### src/rtl/q_proj_pkg.sv
// Shared types for the Q-projection systolic array: feeder FSM states and the PE element type.
package q_proj_pkg;

    localparam int DATA_WIDTH = 8;

    typedef logic signed [DATA_WIDTH-1:0] lane_t;

    typedef enum logic [1:0] {
        StIdle,
        StFeed,
        StFlush,
        StDone
    } feeder_state_t;

endpackage

### src/rtl/skew_delay_line.sv
// Fixed-depth shift register used to skew one lane of an array edge; clears to zero on reset.
module skew_delay_line #(
    parameter int DEPTH = 1,
    parameter int WIDTH = 8
) (
    input  logic             clk,
    input  logic             rst,
    input  logic [WIDTH-1:0] din,
    output logic [WIDTH-1:0] dout
);

    logic [WIDTH-1:0] stage_q [DEPTH];

    always_ff @(posedge clk or posedge rst) begin
        if (rst) begin
            for (int i = 0; i < DEPTH; i++) begin
                stage_q[i] <= '0;
            end
        end else begin
            stage_q[0] <= din;
            for (int i = 1; i < DEPTH; i++) begin
                stage_q[i] <= stage_q[i-1];
            end
        end
    end

    assign dout = stage_q[DEPTH-1];

endmodule

### src/rtl/pe_skew_feeder.sv
// Skewed edge feeder for the Q-projection PE array; zero-fills bubbles and the drain tail.
// Optional stall counter output enabled by defining PE_FEEDER_STALL_CNT_EN.
module pe_skew_feeder
    import q_proj_pkg::*;
#(
    parameter int N          = 4,
    parameter int DATA_WIDTH = q_proj_pkg::DATA_WIDTH,
    parameter int K_MAX      = 64,
    localparam int KW        = $clog2(K_MAX + 1)
) (
    input  logic                    clk,
    input  logic                    rst,
    input  logic                    start,
    input  logic [KW-1:0]           k_len,
    input  logic                    a_valid,
    output logic                    a_ready,
    input  logic [N*DATA_WIDTH-1:0] a_vec,
    input  logic                    b_valid,
    output logic                    b_ready,
    input  logic [N*DATA_WIDTH-1:0] b_vec,
    output logic [N*DATA_WIDTH-1:0] edge_a,
    output logic [N*DATA_WIDTH-1:0] edge_b,
    output logic                    busy,
    output logic                    done
`ifdef PE_FEEDER_STALL_CNT_EN
    ,
    output logic [31:0]             stall_cnt
`endif
);

    // Drain time until the far-corner PE has absorbed the last step
    localparam int FLUSH_LEN = 2 * N - 1;
    localparam int FW        = $clog2(FLUSH_LEN + 1);

    feeder_state_t state_q, state_d;
    logic [KW-1:0] k_len_q, k_len_d;
    logic [KW-1:0] step_cnt_q, step_cnt_d;
    logic [FW-1:0] flush_cnt_q, flush_cnt_d;
    logic          accept;
    logic          start_ok;

    logic [N*DATA_WIDTH-1:0] entry_a, entry_b;

    assign start_ok = start && (k_len != '0);

    always_comb begin
        state_d     = state_q;
        k_len_d     = k_len_q;
        step_cnt_d  = step_cnt_q;
        flush_cnt_d = flush_cnt_q;
        accept      = 1'b0;
        a_ready     = 1'b0;
        b_ready     = 1'b0;
        busy        = 1'b0;
        done        = 1'b0;
        unique case (state_q)
            StIdle: begin
                if (start_ok) begin
                    state_d    = StFeed;
                    k_len_d    = k_len;
                    step_cnt_d = '0;
                end
            end
            StFeed: begin
                busy    = 1'b1;
                // Each side's ready follows the other's valid so both streams move together
                a_ready = b_valid;
                b_ready = a_valid;
                accept  = a_valid && b_valid;
                if (accept) begin
                    if (step_cnt_q == k_len_q - 1'b1) begin
                        state_d     = StFlush;
                        step_cnt_d  = '0;
                        flush_cnt_d = '0;
                    end else begin
                        step_cnt_d = step_cnt_q + 1'b1;
                    end
                end
            end
            StFlush: begin
                busy = 1'b1;
                if (flush_cnt_q == FW'(FLUSH_LEN - 1)) begin
                    state_d     = StDone;
                    flush_cnt_d = '0;
                end else begin
                    flush_cnt_d = flush_cnt_q + 1'b1;
                end
            end
            StDone: begin
                done    = 1'b1;
                state_d = StIdle;
            end
            default: state_d = StIdle;
        endcase
    end

    always_ff @(posedge clk or posedge rst) begin
        if (rst) begin
            state_q     <= StIdle;
            k_len_q     <= '0;
            step_cnt_q  <= '0;
            flush_cnt_q <= '0;
        end else begin
            state_q     <= state_d;
            k_len_q     <= k_len_d;
            step_cnt_q  <= step_cnt_d;
            flush_cnt_q <= flush_cnt_d;
        end
    end

    assign entry_a = accept ? a_vec : '0;
    assign entry_b = accept ? b_vec : '0;

    for (genvar i = 0; i < N; i++) begin : g_lane
        skew_delay_line #(
            .DEPTH(i + 1),
            .WIDTH(DATA_WIDTH)
        ) u_skew_a (
            .clk (clk),
            .rst (rst),
            .din (entry_a[i*DATA_WIDTH +: DATA_WIDTH]),
            .dout(edge_a[i*DATA_WIDTH +: DATA_WIDTH])
        );
        skew_delay_line #(
            .DEPTH(i + 1),
            .WIDTH(DATA_WIDTH)
        ) u_skew_b (
            .clk (clk),
            .rst (rst),
            .din (entry_b[i*DATA_WIDTH +: DATA_WIDTH]),
            .dout(edge_b[i*DATA_WIDTH +: DATA_WIDTH])
        );
    end

`ifdef PE_FEEDER_STALL_CNT_EN
    logic [31:0] stall_cnt_q;

    always_ff @(posedge clk or posedge rst) begin
        if (rst) begin
            stall_cnt_q <= '0;
        end else if (state_q == StIdle && start_ok) begin
            stall_cnt_q <= '0;
        end else if (state_q == StFeed && !accept && stall_cnt_q != '1) begin
            stall_cnt_q <= stall_cnt_q + 1'b1;
        end
    end

    assign stall_cnt = stall_cnt_q;
`endif

endmodule

### config.mk
export PLATFORM = sky130hd
export DESIGN_NAME = pe_skew_feeder
export DESIGN_NICKNAME = d
export VERILOG_FILES = /design/src/rtl/q_proj_pkg.sv /design/src/rtl/skew_delay_line.sv /design/src/rtl/pe_skew_feeder.sv
export SDC_FILE = /design/constraint.sdc
export NUM_CORES = 1
export LEC_CHECK = 0
export CAP_MARGIN = 10
export CORE_AREA = 3 3 155 142
export CTS_CLUSTER_DIAMETER = 60
export CTS_CLUSTER_SIZE = 25
export DETAILED_ROUTE_END_ITERATION = 8
export DIE_AREA = 0 0 158 145
export GPL_TIMING_DRIVEN = 0
export PLACE_DENSITY = 0.58
export SLEW_MARGIN = 10
export SYNTH_ARGS = -nofsm -noshare
export SYNTH_HDL_FRONTEND = slang
export SYNTH_SLANG_ARGS = --single-unit
### constraint.sdc
create_clock -name clk -period 10.4 [get_ports clk]
set_input_delay 2.08 -clock clk [delete_from_list [all_inputs] [get_ports clk]]
set_output_delay 2.08 -clock clk [all_outputs]
set_load 0.005 [all_outputs]
# Word level (Yosys, flattened, before mapping)
# Cells that the tools add are included.
[totals] mem_bits_ro=0 regBits=179 output_inout_bits=68 n_memories=0 mem_bits_rw=0 latchBits=0
[classes] n_mul=0 reduce_logical=11 add_sub_neg=3 n_div=0 magnitude_cmp=0 bitwise_logic=0 mux=20 n_eq_ne=9 n_shift=0
[op_table] cell="32-bit two-way mux" count=2
[op_table] cell="7-bit two-way mux" count=3
[op_table] cell="7-bit one-hot mux with 2 select lines" count=1
[op_table] cell="3-bit two-way mux" count=3
[op_table] cell="2-bit two-way mux" count=4
[op_table] cell="2-bit != test (second input constant)" count=4
[op_table] cell="2-bit one-hot mux with 4 select lines" count=1
[op_table] cell="7-bit by 1-bit adder with 7-bit output (second input constant)" count=1
[op_table] cell="7-bit == test" count=1
[op_table] cell="7-bit nonzero test" count=1
[op_table] cell="7-bit by 1-bit subtractor with 7-bit output (second input constant)" count=1
[op_table] cell="3-bit one-hot mux with 2 select lines" count=1
[op_table] cell="3-bit AND reduction" count=2
[op_table] cell="1-bit two-way mux" count=5
[op_table] cell="2-bit == test (second input constant)" count=2
[op_table] cell="4-bit AND reduction" count=1
[op_table] cell="2-bit nonzero test" count=2
[op_table] cell="3-bit by 1-bit adder with 3-bit output (second input constant)" count=1
[op_table] cell="3-bit == test (second input constant)" count=1
[op_table] cell="2-bit by 1-bit == test with 1-bit output (second input constant)" count=1
[op_table] cell="1-bit logical AND" count=2
[op_table] cell="2-bit zero test" count=1
[op_table] cell="2-bit AND reduction" count=1
[op_table] cell="2-bit OR reduction" count=1

# Logic depth before layout (Yosys ltp)
[logic_depth] ltp_word=5 mapped_depth=9 ltp_nobuf=8

# Modules after synthesis
# Synthesis repeated with hierarchy kept, for this count alone.
[unflattened] cells_unflattened=424 area_unflattened_um2=6127.1
[by_module_without_submodules] module="pe_skew_feeder" area_each_um2=1732.9 cells_each=208 n_inst=1
[by_module_without_submodules] module="skew_delay_line (g_lane[3].u_skew_a ...)" area_each_um2=864.6 cells_each=41 n_inst=2
[by_module_without_submodules] module="skew_delay_line (g_lane[2].u_skew_a ...)" area_each_um2=664.4 cells_each=33 n_inst=2
[by_module_without_submodules] module="skew_delay_line (g_lane[1].u_skew_a ...)" area_each_um2=464.2 cells_each=25 n_inst=2
[by_module_without_submodules] module="skew_delay_line (g_lane[0].u_skew_a ...)" area_each_um2=203.9 cells_each=9 n_inst=2

# Worst setup path before layout
# OpenSTA, ideal clock, no wires.
[synth_path] path_type="input-to-output" startpoint="input port b_valid" endpoint="output port a_ready" path_buffers=0 required_time_ps=8320 path_stages=1 arrival_ps=2233 path_slack_ps=6087 path_cell_list="and2_1"
[synth_between] elab_chain_cells=1
[synth_lines] element="start, declared" line_no="pe_skew_feeder.sv:18" source="input logic b_valid,"
[synth_lines] element="1-bit two-way mux" line_no="pe_skew_feeder.sv:56" source="unique case (state_q)"
[synth_lines] element="end, declared" line_no="pe_skew_feeder.sv:16" source="output logic a_ready,"
# No other way between the ends.

# Worst setup path in the final report
[layout_path] startpoint="input port a_valid" endpoint="output port b_ready"
[layout_between] elab_chain_cells=1
[layout_lines] element="start, declared" line_no="pe_skew_feeder.sv:15" source="input logic a_valid,"
[layout_lines] element="1-bit two-way mux" line_no="pe_skew_feeder.sv:56"
[layout_lines] element="end, declared" line_no="pe_skew_feeder.sv:19" source="output logic b_ready,"
# No other way between the ends.

==> impl_summary.txt <==
----------------------------------------------------
[Outcome]
  Result of the run ... finished, final reports clean

[Yosys]
  Cell with the most instances after synthesis ... dfrtp_1
  Post-synth EDFFs ... 0
  Post-Synthesis Cells ... about 420
  Most numerous cell types in the synthesized netlist ... dfrtp_1, and2_1, buf_4, nand2_1, inv_1
  Ranking of synthesized cells by area ... dfrtp_1, and2_1, buf_4
  Synth area leader ... dfrtp_1
  Seq cells post-synth ... around 180
  Sequential fraction of the synthesis area ... between 70% and 80%
  Syn nets ... 504
  Synth Flop Type ... dfrtp_1
  Total of warnings raised by yosys ... 0
  Fraction of synthesis flops using an asynchronous set or reset pin ... 100%
  Synth unique cells ... 46
  Netlist Area Pre-Place ... slightly above 6000 um2
  Fraction of synthesized cell area taken by the top area cell type ... 73.1%
  Avg Cell Area, Syn ... approximately 15 um2

[Die]
  Placeable core region ... 20600 um2
  IO Count ... around 140
  Floorplan die area ... 22900 um2
  DIE HEIGHT ... roughly 150 um
  Die outline width ... roughly 160 um
  Initial Utilization ... 29.8%
  Number of core rows ... 50

[CTS]
  Number of buffers created by CTS ... 17
  Insertion delay to the later sink of the worst-skew pair ... roughly 0.42 ns
  Clock net sink count ... around 180
  Post-CTS repair timing setup buffer count ... 0
  Post-cts gate resize count ... 0
  CTS root buffer ... clkbuf_16
  Post-cts hold buffer count ... 0
  CTS tree ... yes
  Clk pin slew, worst setup/hold paths ... roughly 0.070 ns
  Buffer depth of the longest clock path ... 2
  H-tree lvl count ... 4

[Flow run]
  Max-capacitance violation count ... 0

[Critical path]
  Critical path arrival ... ~3.2 ns
  Startpoint type of the worst setup path ... primary input
  Largest stage delay, worst path ... ~0.51 ns
  Crit Path Class ... in -> out
  Beginning of the worst register-to-register path ... k_len_q[1]
  Cell repeated most along the worst path ... clkdlybuf4s50_1
  Largest fanout on the critical path ... 4
  Series of cell instances along the critical path ... clkdlybuf4s50_1 -> and2_1 -> clkdlybuf4s50_1
  Critical Path Sink Type ... output pin
  Flop-to-flop setup slack ... roughly 8 ns
  R2R cell count ... 8
  Worst R2R End ... state_q[1]
  Kind of cell adding the most delay to the critical path ... buffers and inverters
  Required time worst endpoint ... about 8.3 ns
  Worst-path cell with the longest stage delay ... clkdlybuf4s50_1
  Buffer and inverter count on the worst path ... 2

[Min path]
  Hold crit path type ... reg -> reg
  Hold Startpoint ... g_lane[3].u_skew_b.stage_q[27]
  Worst hold stages ... 0
  Hold endpoint ... g_lane[3].u_skew_b.stage_q[19]

[Pwr]
  Ratio of total power to cell area ... ~220 nW/um2
  Largest voltage drop on the vdd net ... approximately 0.14 mV
  Total leakage power ... between 4 and 5 nW
  Overall power ... approximately 1.8 mW

[Finish]
  Summed area of non-filler cells in the final layout ... ~8500 um2
  Syn-to-layout area delta ... 38.8%
  Filler-free cell count of the finished design ... roughly 860
  Final nets ... roughly 670
  Layout cell share with drive strength beyond 1 ... around 16%
  # diodes ... 0

[Timing]
  Worst-case hold slack ... around 0.34 ns
  Fmax ... around 190 MHz
  # setup viols final ... 0
  Final Max Slew Viols ... 0
  Hold violation count in the final report ... 0
  Period minus WS final ... about 5.3 ns
  Final setup TNS ... 0 ns
  Clock tree skew after final layout ... between 0.01 and 0.015 ns
  Measured slew at the worst slew-check pin ... 0.666 ns
  RSZ-0062 raised after global routing ... false
  Max-Slew Margin vs Limit ... between 50 and 60%
  Share of the clock period used by the worst path ... between 50% and 60%

[GRT]
  Initial antenna violation count ... 1
  Global routing usage summed across all routing layers ... about a tenth
  Global-route congestion overflow total ... 0
  Number of global-route vias before repair ... approximately 3700
  Wire length of the first global-routing pass ... between 15 and 20 mm
  Pin count of the biggest net entering global routing ... 103

[Placement]
  Final GP Congestion ... slightly below 0.8
  Cell area after placement ... about 7900 um2
  Count of placed standard cells including taps ... 825
  Estimated wirelength of the detail-placed design ... 8.00 mm
  Number of I/O port buffers ... 143

[Route]
  DRC violations left ... 0
  Vias per Instance ... slightly above 4
  Number of design-rule violations left by the first detailed-router iteration ... 127
  DRT antenna net count ... 0
  Number of iterations in the first detailed-routing pass ... 4
  Total via count after detailed routing ... 3546
  Routed len/inst ... approximately 13 um
  Final WL ... approximately 12 mm

----------------------------------------------------
## cell usage in the layout (no fill, tap or decap), types with 3 or more instances in the layout
cell,instances
xnor2_1,4
clkdlybuf4s50_1,143
nor2_1,5
o31ai_1,3
o211ai_1,4
o21ai_0,7
inv_8,5
nand3_1,4
ha_1,7
clkbuf_16,17
mux2_2,9
and2_1,66
nand2_1,20
dfrtp_1,179
inv_1,9
clkbuf_1,10
clkinv_8,4
xor2_1,4
buf_4,48
nor3_1,5
## state kept, by name, indices dropped and copies added (netlist names)
name / count
state_q: 2
g_lane.u_skew_b.dout: 32
g_lane.u_skew_b.stage_q: 48
g_lane.u_skew_a.dout: 32
k_len_q: 7
step_cnt_q: 7
flush_cnt_q: 3
g_lane.u_skew_a.stage_q: 48
## power by group
group / total, mW / leakage, nW / internal [mW] / switching [mW]
clock: 0.620 / 0.280 / 0.323 / 0.297
combinational: 0.387 / 1.33 / 0.205 / 0.182
sequential: 0.835 / 2.45 / 0.776 / 0.0586
total: 1.84 / 4.06 / 1.30 / 0.537
## cells by family (layout without fill, tap and decap cells)
family | after synthesis | count (layout) | synth area share, %
AO/OA/AOI/OAI | 35 | 35 | 4.59
XOR/XNOR | 8 | 8 | 1.14
adder cells (fa/ha/maj) | 7 | 7 | 1.43
buffers and inverters | 69 | 245 | 7.29
flip-flops | 179 | 179 | 73.1
multiplexers | 10 | 10 | 1.82
AND/OR/NAND/NOR | 113 | 113 | 10.7
## how the worst max path moves through the flow
stage	end	startpoint	slack, ns	cells after the start
floorplan	flush_cnt_q[0]	rst	3.46	1
global placement	g_lane[3].u_skew_b.stage_q[17]	rst	1.38	2
detailed placement	b_ready	a_valid	5.09	3
CTS	b_ready	a_valid	5.07	3
global route	b_ready	a_valid	5.04	3
finish	b_ready	a_valid	5.08	3
## per-layer routing
metal | vias up | share of wire (%) | global-route usage [%]
met4 | 2 | 1.0 | 3.35
met3 | 14 | 7.1 | 4.41
met1 | 1758 | 42 | 13.3
li1 | 1655 | - | -
met2 | 117 | 50 | 16.8
met5 | - | 0.11 | 0
## layout make-up
cell class                      instances  area, um2
Fill cell                            1874      12100
Sequential cell                       179       4480
Timing Repair Buffer                  144       1460
Multi-Input combinational cell        173       1200
Clock buffer                           18        429
Buffer                                 59        409
Tap cell                              260        325
Clock inverter                         14        160
Inverter                               10       45.0
## through the flow
| stage | setup slack, ns | utilization [%] |
|---|---|---|
| global route | 5.04 | 41.4 |
| finish | 5.08 | 41.4 |
| floorplan | 3.46 | - |
| detailed placement | 5.09 | 38.5 |
| CTS | 5.07 | 41.4 |
| global placement | 1.38 | 38.3 |
(Power assumes the default switching activity.)
